**src/rtl/req_arbiter8_ctrl.sv**
```systemverilog
// Eight-way request arbiter for one shared datapath: fixed highest-index or
// round-robin selection, grant hold with owner release and hold timeout.
module req_arbiter8_ctrl #(
  parameter int MAX_HOLD = 16,
  parameter int GAP_CYC  = 1
) (
  input  logic       clk,
  input  logic       rst,
  input  logic [7:0] req,
  input  logic       done,
  input  logic       mode_rr,
  output logic [7:0] gnt,
  output logic [2:0] gnt_idx,
  output logic       gnt_valid,
  output logic       timeout,
  output logic [1:0] state_dbg
);

  // Handshake: requester i holds req[i] high until served; the arbiter answers
  // with gnt[i]/gnt_valid; the owner ends the grant with a one-cycle done pulse
  // or by dropping req[i]. done outside a grant is ignored.

  localparam int HW = (MAX_HOLD > 1) ? $clog2(MAX_HOLD) : 1;
  localparam int GW = (GAP_CYC > 1) ? $clog2(GAP_CYC) : 1;

  typedef enum logic [1:0] {
    ARB   = 2'd0,
    GRANT = 2'd1,
    GAP   = 2'd2
  } state_t;

  state_t          state;
  logic [2:0]      last_idx;
  logic [HW-1:0]   hold_cnt;
  logic [GW-1:0]   gap_cnt;
  logic [2:0]      win_fix;
  logic [2:0]      win_rr;
  logic [2:0]      win;
  logic [2:0]      rr_idx;
  logic            hold_max;
  logic            owner_req;

  assign state_dbg = state;
  assign hold_max  = (hold_cnt == HW'(MAX_HOLD - 1));
  assign owner_req = req[gnt_idx];

  // Round-robin scans last_idx-1 downward; walking offsets 8..1 and keeping the
  // last hit leaves the smallest offset, so last_idx itself is searched last.
  always_comb begin
    win_fix = 3'd0;
    win_rr  = 3'd0;
    rr_idx  = 3'd0;
    for (int i = 0; i < 8; i++) begin
      if (req[i]) win_fix = 3'(i);
    end
    for (int k = 8; k >= 1; k--) begin
      rr_idx = last_idx - 3'(k);
      if (req[rr_idx]) win_rr = rr_idx;
    end
    win = mode_rr ? win_rr : win_fix;
  end

  always_ff @(posedge clk) begin
    if (rst) begin
      state     <= ARB;
      gnt       <= 8'd0;
      gnt_idx   <= 3'd0;
      gnt_valid <= 1'b0;
      timeout   <= 1'b0;
      last_idx  <= 3'd0;
      hold_cnt  <= '0;
      gap_cnt   <= '0;
    end else begin
      timeout <= 1'b0;
      case (state)
        ARB: begin
          if (|req) begin
            gnt       <= 8'd1 << win;
            gnt_idx   <= win;
            gnt_valid <= 1'b1;
            hold_cnt  <= '0;
            state     <= GRANT;
          end
        end
        GRANT: begin
          if (done || !owner_req || hold_max) begin
            gnt       <= 8'd0;
            gnt_valid <= 1'b0;
            last_idx  <= gnt_idx;
            gap_cnt   <= '0;
            state     <= GAP;
            // Only a pure hold expiry counts as a revocation.
            timeout   <= !done && owner_req;
          end else begin
            hold_cnt <= hold_cnt + 1'b1;
          end
        end
        GAP: begin
          if (gap_cnt == GW'(GAP_CYC - 1)) state <= ARB;
          else gap_cnt <= gap_cnt + 1'b1;
        end
        default: state <= ARB;
      endcase
    end
  end

endmodule

```
**config.mk**
```make
export PLATFORM = sky130hd
export DESIGN_NAME = req_arbiter8_ctrl
export DESIGN_NICKNAME = d
export VERILOG_FILES = /design/src/rtl/req_arbiter8_ctrl.sv
export SDC_FILE = /design/constraint.sdc
export NUM_CORES = 1
export LEC_CHECK = 0
export ABC_AREA = 0
export CAP_MARGIN = 0
export CELL_PAD_IN_SITES_DETAIL_PLACEMENT = 0
export CELL_PAD_IN_SITES_GLOBAL_PLACEMENT = 1
export CORE_ASPECT_RATIO = 2
export CORE_UTILIZATION = 45
export DETAILED_ROUTE_END_ITERATION = 8
export GPL_TIMING_DRIVEN = 0
export PLACE_DENSITY_LB_ADDON = 0.1
export REMOVE_ABC_BUFFERS = 1
export SLEW_MARGIN = 20
export SYNTH_ARGS = -nofsm -noshare
export SYNTH_HDL_FRONTEND = slang
export SYNTH_SLANG_ARGS = --single-unit
```
**constraint.sdc**
```tcl
create_clock -name clk -period 6.9 [get_ports clk]
set_input_delay 1.38 -clock clk [delete_from_list [all_inputs] [get_ports clk]]
set_output_delay 1.38 -clock clk [all_outputs]
set_load 0.02 [all_outputs]
```
[Yosys cells after proc, flatten, opt, wreduce, memory -nomap -nowiden]
Cells that the tools add are included.
Word-level totals
  register bits after elaboration: 23
  input bits: 12
  logic and storage cells: 101
Operators by class
  add/sub/neg operators: 9
  magnitude comparators: 9
  equal/unequal tests: 7
  shift operators: 1
  mux-type cells: 49
  bitwise operators: 2
  reduce and logical (&&, ||, !) cells: 16
Operator list (number)
  $mux W3: 15
  $lt A3 B4 Y1 const B: 9
  $bmux W1 S3: 9
  $mux W8: 2
  $pmux W8 S2: 1
  $mux W1: 13
  $sub A3 B3 Y3 const B: 4
  $reduce_and A3 Y1: 3
  $mux W4: 2
  $ne A2 B2 Y1 const B: 4
  $pmux W4 S2: 1
  $reduce_or A8 Y1: 1
  $shl A1 B3 Y8 const A: 1
  $mux W2: 3
  $pmux W2 S3: 1
  $reduce_and A2 Y1: 3
  $sub A3 B2 Y3 const B: 2
  $add A4 B1 Y4 const B: 1
  $eq A4 B4 Y1 const B: 1
  $pmux W1 S2: 2
  $reduce_bool A2 Y1: 2
  $reduce_or A3 Y1: 1
  $sub A3 B1 Y3 const B: 1
  $eq A2 B1 Y1 const B: 1
  7 further kinds: 10

[Longest topological paths before layout]
Gate-level depths: netlist (run 1).
  depth after elaboration: 14
  mapped depth: 12

[Least setup slack after synthesis (run 1)]
No wires, ideal clock.
  path kind: in2reg
  start: input req[4]
  end: register gnt[0]
  library setup time: 0.117 ns
  data arrival time: 3.306 ns
  required time: 6.783 ns
  slack: 3.477 ns
  stages: 7
  buffers on the path: 1
  cells stage by stage: clkbuf_1 > mux4_2 > mux2_4 > mux2_4 > a2111oi_4 > a211oi_2 > a32o_1
On the way
  longest elaborated chain between the ends: 14
  elaborated cells on any way between the ends: 41
Ends and longest elaborated chain
  start, declared: RTL line 9  | input logic [7:0] req,
  $bmux W1 S3: RTL line 58  | if (req[rr_idx]) win_rr = rr_idx;
  $mux W1 (implied by the code): RTL line 58
  $mux W3 (8 in a row): RTL line 58
  $mux W3: RTL line 60  | win = mode_rr ? win_rr : win_fix;
  $shl A1 B3 Y8: RTL line 78  | gnt <= 8'd1 << win;
  $mux W8: RTL line 77  | if (|req) begin
  $pmux W8 S2: RTL line 75  | case (state)
  end signal, assigned: RTL line 78
  end, declared: RTL line 12  | output logic [7:0] gnt,
Several ways; a longest one is shown, not always the timed one. The select of a mux whose other input is x is not followed.
A chain may end at the register's enable or synchronous reset.

[Worst setup path in the final report (run 1)]
  start: register last_idx[0]
  end: register gnt[3]
On the way
  longest elaborated chain between the ends: 14
  elaborated cells on any way between the ends: 35
Ends and longest elaborated chain
  start, declared: RTL line 33  | logic [2:0] last_idx;
  start signal, assigned: RTL line 89  | last_idx <= gnt_idx;
  $sub A3 B3 Y3 / $bmux W1 S3 (equally long branches): RTL line 57, 58
  $bmux W1 S3 / $mux W1 (equally long branches): RTL line 58
  $mux W1 (implied by the code) / $mux W3 (equally long branches): RTL line 58
  $mux W3 (6 in a row): RTL line 58
  $mux W3 *: RTL line 58
  $mux W3 *: RTL line 60
  $shl A1 B3 Y8 *: RTL line 78
  $mux W8 *: RTL line 77
  $pmux W8 S2 *: RTL line 75
Every way passes the cells marked *; elsewhere a longest branch is shown, timed or not. The select of a mux whose other input is x is not followed.

==> flow_summary.yaml, run 1 <==
synthesis:
  synthDistinctLibCells: 57
  ys_ff_latch: 22
  async_flop_share_pct: 0
  ys.warnings.count: 0
  synth_edf_count: 0
  synth-main-ff-cell: "dfxtp_1"
  syn_area_sq_mm: 0.00192
  avgSynthCellArea_sq_um: 9.47
  seq_area_frac_synth_pct: 22.9
  syn_inst: 203
power:
  power-per-cell-area_mw_per_mm2: 211
  p_switching_uw: 178
  peakVddDrop_mv: 0.184
  clock_power_share_pct: 19.5
  p_comb_share_pct: 46.6
  internal_power_uw: 289
  power_leakage_uw: 0.000745
  p_sw_share_pct: 38.2
  seqPwrFrac_pct: 33.9
  finalPower_uw: 467
place:
  dpl.hpwl_um: 3910
  gp_congestion: 0.855
  dpl_worst_slack_ns: 2.73
  port_buffers: 26
sta:
  fmax_ghz: 0.252
  relSlewSlack_pct: 37.5
  tightest_slew_ns: 0.932
  post-route-min-period_ns: 3.96
  fin_crit_sh_pct: 57.4
  finalHoldViolCount: 0
  skew_ns: 0.00414
  rsz0062_at_grt: "false"
  fin_ws_ns: 2.94
  setup_viol: 0
  tns_ns: 0
  final-max-slew-violation-count: 0
setup_path:
  worstSetupEndpointType: "flop"
  endpoint: "gnt[3]"
  critPathRequiredTime_ns: 7.07
  crit_start: "last_idx[0]"
  r2r_end: "gnt[3]"
  worst-path-max-fanout: 20
  cp.arrival_ns: 4.13
  r2r-start: "last_idx[0]"
  r2r_slack_ns: 2.94
  start_kind: "flop"
  critPathKind: "reg2reg"
  r2r_cells: 8
grt:
  grt-busiest-layer: "met2"
  met3_usage_pct: 1.53
  grt_use_total_pct: 24.1
  antenna_found_initial: 0
  first_global_vias: 1757
  grt_start_max_net_pins: 21
  use_met1_pct: 22.8
  grt_pass1_wl_um: 8000
  use_met2_pct: 46.9
  overflow: 0
finish:
  area_growth_pct: 15.4
  nets: 232
  n_antenna_cell: 0
  final_cell_mix: "26 x clkdlybuf4s50_1, 22 x dfxtp_1, 20 x nor2_1, 13 x mux2i_1, 11 x nand2_1"
  final_common_cell: "clkdlybuf4s50_1"
  drive_gt1_share_pct: 14.8
  nFillCells: 379
  fin_util_pct: 54.2
cts:
  clockRootBuffer: "clkbuf_8"
  clk_pin_slew_ns: 0.08
  cts_made_buffers: 3
  clockBufferDepth: 2
  cts_setup_buffers: 0
  cts_resized: 0
  cts_hold_buf: 0
  clock_sink_count: 22
  htree_num_levels: 1
  cts_tree: "built"
  clock_latency_ns: 0.26
drt:
  finalWirelength_um: 5190
  drc_errors: 0
  drt-initial-drc-count: 48
  avgRoutedWirePerCell_um: 19.4
  via_per_inst: 6.47
  postRouteAntennaNets: 0
  firstDrtPassIters: 4
  vias: 1734
floorplanning:
  start_util_pct: 47.0
  die_w_um: 48.2
  num_io_pins: 27
  rows: 33
  core_area_sq_mm: 0.00409
  die_h_um: 94.4
  die-area_sq_mm: 0.00455
worst_hold_path:
  hold_class: "reg2reg"
run_status:
  status: "finished, final reports clean"
job:
  maxCapViolCount: 0
-- cells in the mapped netlist (all sizes together), types with 2 or more instances --
cell type  instances  area [sq um]
a2111oi            2          55.1
a211o              4          35.0
a211oi             6          50.1
a21boi             2          18.8
a21oi              9          56.3
a32o               4          40.0
a32oi              2          17.5
and2               2          12.5
buf                8          51.3
clkbuf             9          33.8
dfxtp             22           440
ha                 3          37.5
inv                5          18.8
mux2               9           109
mux2i             13           130
mux4              11           255
nand2             11          41.3
nand2b             2          12.5
nand3              6          35.0
nand3b             5          37.5
nor2              20          75.1
nor2b              5          38.8
nor3               4          20.0
nor3b              2          15.0
nor4               2          12.5
o2111ai            3          26.3
o211ai             3          22.5
o21ai              3          15.0
o31ai              4          30.0
or2                2          12.5
xnor2              2          17.5
xor2               2          17.5
-- cell type report --
type	count	area, sq um	share of cell area (%)
clock buffers	4	55.1	2.48
repair buffers	26	260	11.7
well taps	52	65.1	2.93
flip-flops and latches	22	440	19.9
inverters	6	22.5	1.02
multi-input cells	158	1370	62.0
-- critical path, cell delays in order, from the launching register on --
cell and delay, ns:
dfxtp_1 0.86, inv_1 0.27, ha_1 0.68, mux4_2 0.66
mux2_2 0.34, mux2_4 0.30, a2111oi_4 0.31, a211oi_2 0.18
o31ai_1 0.27
-- layer usage --
metal,vias to the layer above,wire length (um)
met3,10,123
met2,41,3000
li1,813,-
met4,0,137
met1,870,1930
met5,-,0
-- worst min-delay path by stage --
| stage | from | endpoint | cells past startpoint |
|---|---|---|---|
| floorplan | hold_cnt[3] | hold_cnt[3] | 2 |
| global placement | gnt[7] | gnt[7] | 2 |
| detailed placement | gnt[7] | gnt[7] | 2 |
| CTS | gnt[1] | gnt[1] | 2 |
| global route | gnt[6] | gnt[6] | 1 |
| finish | gnt[5] | gnt[5] | 2 |
-- power by group through the flow --
stage               Combinational, uW  Clock, uW  Sequential (uW)
global placement                  209          0              161
finish                            218       91.1              158
detailed placement                215          0              161
CTS                               217       93.6              158
floorplan                         139          0              168
global route                      233       97.6              161
-- flip-flops by register name (all words and copies together), names as in the netlist --
signal / cells
last_idx: 3
gnt: 8
timeout: 1
state_dbg: 2
gnt_valid: 1
gnt_idx: 3
hold_cnt: 4
-- metrics by stage --
stage | cell area, sq um | instances | hold slack (ns)
6_report | 2220 | 268 | 0.461
2_1_floorplan | 1840 | 186 | 0.458
3_5_place_dp | 2160 | 264 | 0.439
5_1_grt | 2220 | 268 | 0.497
4_1_cts | 2220 | 268 | 0.466
3_3_place_gp | 2160 | 264 | 0.443
-- cell families after synthesis --
kind of cell,count (synthesis),synth area share (%)
adders and majority gates,3,1.95
muxes,33,25.7
and+or+nand+nor,65,17.7
DFF,22,22.9
AOI/OAI and AO/OA,53,24.3
xor gates and xnor gates,4,1.82
buffers and inverters,23,5.60
Note: power is estimated with default switching activity, not from simulation.
==> run 2, diff against run 1 <==
--- a/config.mk
+++ b/config.mk
@@ -10,7 +10,7 @@
 export CELL_PAD_IN_SITES_DETAIL_PLACEMENT = 0
 export CELL_PAD_IN_SITES_GLOBAL_PLACEMENT = 1
 export CORE_ASPECT_RATIO = 2
-export CORE_UTILIZATION = 45
+export CORE_UTILIZATION = 42
 export DETAILED_ROUTE_END_ITERATION = 8
 export GPL_TIMING_DRIVEN = 0
 export PLACE_DENSITY_LB_ADDON = 0.1
==> constraint.sdc (replaced) <==
create_clock -name clk -period 3.81 [get_ports clk]
set_input_delay 0.762 -clock clk [delete_from_list [all_inputs] [get_ports clk]]
set_output_delay 0.762 -clock clk [all_outputs]
set_load 0.02 [all_outputs]
==> run 2 against run 1 <==
  * Clock skew rose by 0.0014 ns
  * First-iteration DRC count fell by 44%
  * Worst setup slack got worse by 2.7 ns
  * Sequential power rose by 82%
  * Power rose by 74%
  * Register-to-register slack got worse by 2.7 ns
  * Wire length fell by 2.9%
  * Highest routed layer unchanged
==> flow_summary.yaml, run 2 (synthesis results as in run 1) <==
run_status:
  status: "finished, final reports clean"
drt:
  vias: 1700
  via_per_inst: 6.32
  drc_errors: 0
  firstDrtPassIters: 4
  postRouteAntennaNets: 0
  finalWirelength_um: 5040
  avgRoutedWirePerCell_um: 18.7
  drt-initial-drc-count: 27
finish:
  nets: 232
  drive_gt1_share_pct: 15.8
  final_common_cell: "clkdlybuf4s50_1"
  instances_no_fill: 269
  regMostFlops: "gnt"
  final_cell_mix: "26 x clkdlybuf4s50_1, 20 x nor2_1, 20 x dfxtp_1, 13 x mux2i_1, 11 x nand2_1"
  fin_util_pct: 50.5
  nFillCells: 418
  area_growth_pct: 15.0
  largest_reg_flops: 8
  reg.largest.list: "gnt x8, hold_cnt x4"
  multi_input_area_sq_mm: 0.00138
  seqCellArea_sq_um: 443
  n_antenna_cell: 0
sta:
  tightest_slew_ns: 0.861
  final-max-slew-violation-count: 0
  relSlewSlack_pct: 42.2
  fin_crit_sh_pct: 92.8
  post-route-min-period_ns: 3.53
  rsz0062_at_grt: "false"
  holdWs_ns: 0.470
  finalHoldViolCount: 0
  fmax_ghz: 0.283
  setup_viol: 0
  skew_ns: 0.00558
  tns_ns: 0
floorplanning:
  die_h_um: 97.7
  core_area_sq_mm: 0.00438
  die-area_sq_mm: 0.00487
  rows: 34
  die_w_um: 49.8
  num_io_pins: 27
  start_util_pct: 43.9
power:
  seqPwrFrac_pct: 35.3
  peakVddDrop_mv: 0.302
  power-per-cell-area_mw_per_mm2: 368
  internal_power_uw: 503
  p_comb_share_pct: 47.8
  power_leakage_uw: 0.000738
  finalPower_uw: 814
  clock_power_share_pct: 17.0
  p_switching_uw: 311
  p_sw_share_pct: 38.3
grt:
  grt_use_total_pct: 21.7
  overflow: 0
  grt_start_max_net_pins: 21
  antenna_found_initial: 0
  first_global_vias: 1751
  grt_pass1_wl_um: 8270
setup_path:
  worstSetupEndpointType: "flop"
  cp.arrival_ns: 3.70
  worst-path-max-fanout: 20
  r2r_cells: 8
  critPathKind: "reg2reg"
  start_kind: "flop"
  critPathRequiredTime_ns: 3.98
cts:
  clockRootBuffer: "clkbuf_8"
  htree_num_levels: 1
  clk_pin_slew_ns: 0.07
  clock_sink_count: 22
  clockBufferDepth: 2
  clock_latency_ns: 0.26
  cts_made_buffers: 3
  cts_tree: "built"
  cts_setup_buffers: 0
worst_hold_path:
  hold_class: "reg2reg"
  hold_depth: 2
place:
  port_buffers: 26
  dp_cells: 266
  dpl.hpwl_um: 3930
  gp_congestion: 0.871
job:
  maxCapViolCount: 0
run 2: cell count changes in the layout (fill, tap and decap cells not counted):
cell,previous run,this run
dfxtp_1,22,20
dfxtp_2,0,2
clkbuf_8,4,3
ha_1,3,2
ha_2,0,1
run 2: through the flow:
| step | worst slack [ns] | instance area (sq um) |
|---|---|---|
| 2_1_floorplan | 0.331 | 1840 |
| 3_3_place_gp | -0.112 | 2160 |
| 3_5_place_dp | -0.219 | 2160 |
| 4_1_cts | 0.115 | 2210 |
| 5_1_grt | 0.0153 | 2210 |
| 6_report | 0.276 | 2210 |
run 2: final timing paths:
path              slack, ns  endpoint         from
hold reg to reg        0.47    gnt[3]       gnt[3]
setup reg to reg       0.28    gnt[7]  last_idx[0]
setup / recovery       0.28    gnt[7]  last_idx[0]
hold / removal         0.47    gnt[3]       gnt[3]
run 2: what timing repair did:
item	4_1_cts	5_1_grt
resized for setup	2	1
hold buffers	0	0
setup endpoints to repair	11	8
run 2: area by class of cell:
class / instances / area share, %
sequential: 22 / 20.0
tap: 54 / 3.06
clock buffer: 3 / 1.87
timing repair buffer: 26 / 11.8
inverter: 6 / 1.02
multi-input combinational: 158 / 62.3
run 2: per-layer routing:
metal | vias up | wire (um) | share of wire (%) | track usage (%)
met5 | - | 0 | 0 | 0
li1 | 811 | - | - | -
met1 | 843 | 1820 | 36 | 22.2
met3 | 14 | 71 | 1.4 | 0.626
met4 | 0 | 238 | 4.7 | 12.7
met2 | 32 | 2910 | 58 | 41.4
run 2: worst max-delay path, stage by stage, from the launching register on:
cell and delay (ns):
dfxtp_2 0.61, inv_1 0.23, ha_2 0.56, mux4_2 0.63
mux2_2 0.33, mux2_4 0.30, a2111oi_4 0.31, a211oi_2 0.17
o31ai_1 0.29
run 2: power by group through the flow:
stage / combinational (uW) / sequential (uW) / clock, uW
2_1_floorplan: 252 / 305 / 0
3_3_place_gp: 381 / 291 / 0
3_5_place_dp: 389 / 292 / 0
4_1_cts: 390 / 288 / 144
5_1_grt: 423 / 292 / 149
6_report: 389 / 287 / 138
==> run 3, diff against run 2 <==
--- a/config.mk
+++ b/config.mk
@@ -10,12 +10,12 @@
 export CELL_PAD_IN_SITES_DETAIL_PLACEMENT = 0
 export CELL_PAD_IN_SITES_GLOBAL_PLACEMENT = 1
 export CORE_ASPECT_RATIO = 2
-export CORE_UTILIZATION = 42
+export CORE_UTILIZATION = 45
 export DETAILED_ROUTE_END_ITERATION = 8
 export GPL_TIMING_DRIVEN = 0
 export PLACE_DENSITY_LB_ADDON = 0.1
 export REMOVE_ABC_BUFFERS = 1
-export SLEW_MARGIN = 20
+export SLEW_MARGIN = 0
 export SYNTH_ARGS = -nofsm -noshare
 export SYNTH_HDL_FRONTEND = slang
 export SYNTH_SLANG_ARGS = --single-unit
==> constraint.sdc (replaced) <==
create_clock -name clk -period 4.1 [get_ports clk]
set_input_delay 0.82 -clock clk [delete_from_list [all_inputs] [get_ports clk]]
set_output_delay 0.82 -clock clk [all_outputs]
set_load 0.02 [all_outputs]
==> run 3 against run 2 <==
  * Clock skew decreased by 0.0014 ns
  * Critical path type unchanged
  * Final cell count decreased by 0.37%
  * Register-to-register slack got worse by 0.06 ns
  * Power decreased by 3.4%
  * Utilization increased by 3.8 points
==> flow_summary.yaml, run 3 (synthesis results as in run 1) <==
finish:
  reg.largest.list: "gnt x8, hold_cnt x4"
  nFillCells: 378
  final_cell_mix: "26 x clkdlybuf4s50_1, 21 x dfxtp_1, 20 x nor2_1, 13 x mux2i_1, 11 x nand2_1"
  area_growth_pct: 15.4
  nets: 232
  regMostFlops: "gnt"
  final_common_cell: "clkdlybuf4s50_1"
  largest_reg_flops: 8
  n_antenna_cell: 0
  drive_gt1_share_pct: 15.3
run_status:
  status: "finished, final reports clean"
sta:
  finalHoldViolCount: 0
  skew_ns: 0.00414
  post-route-min-period_ns: 3.89
  fin_crit_sh_pct: 94.9
  relSlewSlack_pct: 37.5
  final-max-slew-violation-count: 0
  holdWs_ns: 0.461
  tightest_slew_ns: 0.932
  rsz0062_at_grt: "false"
  setup_viol: 0
  fmax_ghz: 0.257
  tns_ns: 0
setup_path:
  worstSetupEndpointType: "flop"
  start_kind: "flop"
  cp.arrival_ns: 4.06
  critPathRequiredTime_ns: 4.27
  critPathKind: "reg2reg"
  worst-path-max-fanout: 20
cts:
  cts_made_buffers: 3
  clockBufferDepth: 2
  htree_num_levels: 1
  cts_tree: "built"
  clk_pin_slew_ns: 0.08
  cts_hold_buf: 0
  cts_setup_buffers: 0
  clock_sink_count: 22
  clock_latency_ns: 0.26
  clockRootBuffer: "clkbuf_8"
grt:
  overflow: 0
  grt-busiest-layer: "met2"
  antenna_found_initial: 0
  use_met1_pct: 22.8
  grt_use_total_pct: 24.1
  grt_pass1_wl_um: 8000
  grt_start_max_net_pins: 21
  use_met2_pct: 46.9
  met3_usage_pct: 1.53
  first_global_vias: 1757
floorplanning:
  die-area_sq_mm: 0.00455
  start_util_pct: 47.0
  die_w_um: 48.2
  core_area_sq_mm: 0.00409
  die_h_um: 94.4
  rows: 33
  num_io_pins: 27
power:
  power_leakage_uw: 0.000745
  power-per-cell-area_mw_per_mm2: 355
  clock_power_share_pct: 19.5
  internal_power_uw: 486
  p_comb_share_pct: 46.6
  p_switching_uw: 300
  peakVddDrop_mv: 0.309
  p_sw_share_pct: 38.2
  seqPwrFrac_pct: 33.9
drt:
  firstDrtPassIters: 4
  vias: 1734
  finalWirelength_um: 5190
  avgRoutedWirePerCell_um: 19.4
  via_per_inst: 6.47
  drt-initial-drc-count: 48
  drc_errors: 0
  postRouteAntennaNets: 0
place:
  gp_congestion: 0.855
  dpl.hpwl_um: 3910
  port_buffers: 26
job:
  maxCapViolCount: 0
worst_hold_path:
  hold_class: "reg2reg"
-- run 3: layout make-up --
type	count	area [sq um]	area share, %
clock buffer	4	55.1	2.48
inverter	6	22.5	1.02
tap	52	65.1	2.93
timing repair buffer	26	260	11.7
sequential	22	442	19.9
multi-input combinational	158	1370	61.9
-- run 3: worst paths after layout --
check	startpoint	end	slack, ns	cells past startpoint
setup reg to reg	last_idx[1]	gnt[3]	0.21	8
hold reg to reg	gnt[5]	gnt[5]	0.46	2
setup / recovery	last_idx[1]	gnt[3]	0.21	8
hold / removal	gnt[5]	gnt[5]	0.46	2
-- run 3: power groups by stage --
stage / combinational, uW / sequential, uW / clock (uW)
final: 367 / 266 / 153
after global routing: 392 / 271 / 164
after CTS: 365 / 267 / 157
after detailed placement: 363 / 272 / 0
after global placement: 352 / 270 / 0
after floorplan: 235 / 284 / 0
-- run 3: timing repair --
action                                  4_1_cts  5_1_grt
endpoints found under the setup margin        0       10
endpoints found under the hold margin         0        0
gates resized for setup                       0        1
-- run 3: layer usage --
layer	part of all wire, %	vias to the layer above
li1	-	813
met1	37	870
met2	58	41
met3	2.4	10
met4	2.6	0
met5	0	-
-- run 3: stage by stage --
step                      utilization (%)  power (uW)  instances  instance area (sq um)  setup WS [ns]
after floorplan                         -         518        186                   1840          0.621
after global placement               52.9         622        264                   2160          0.211
after detailed placement             52.9         634        264                   2160          0.125
after CTS                            54.2         789        268                   2220          0.108
after global routing                 54.3         827        268                   2220         0.0299
final                                54.3         787        268                   2220          0.211
-- run 3: worst max-delay path: stages (launching register included) --
cell and delay, ns:
dfxtp_1 0.85, inv_1 0.23, ha_1 0.66, mux4_2 0.66, mux2_2 0.34, mux2_4 0.30
a2111oi_4 0.31, a211oi_2 0.18, o31ai_1 0.27
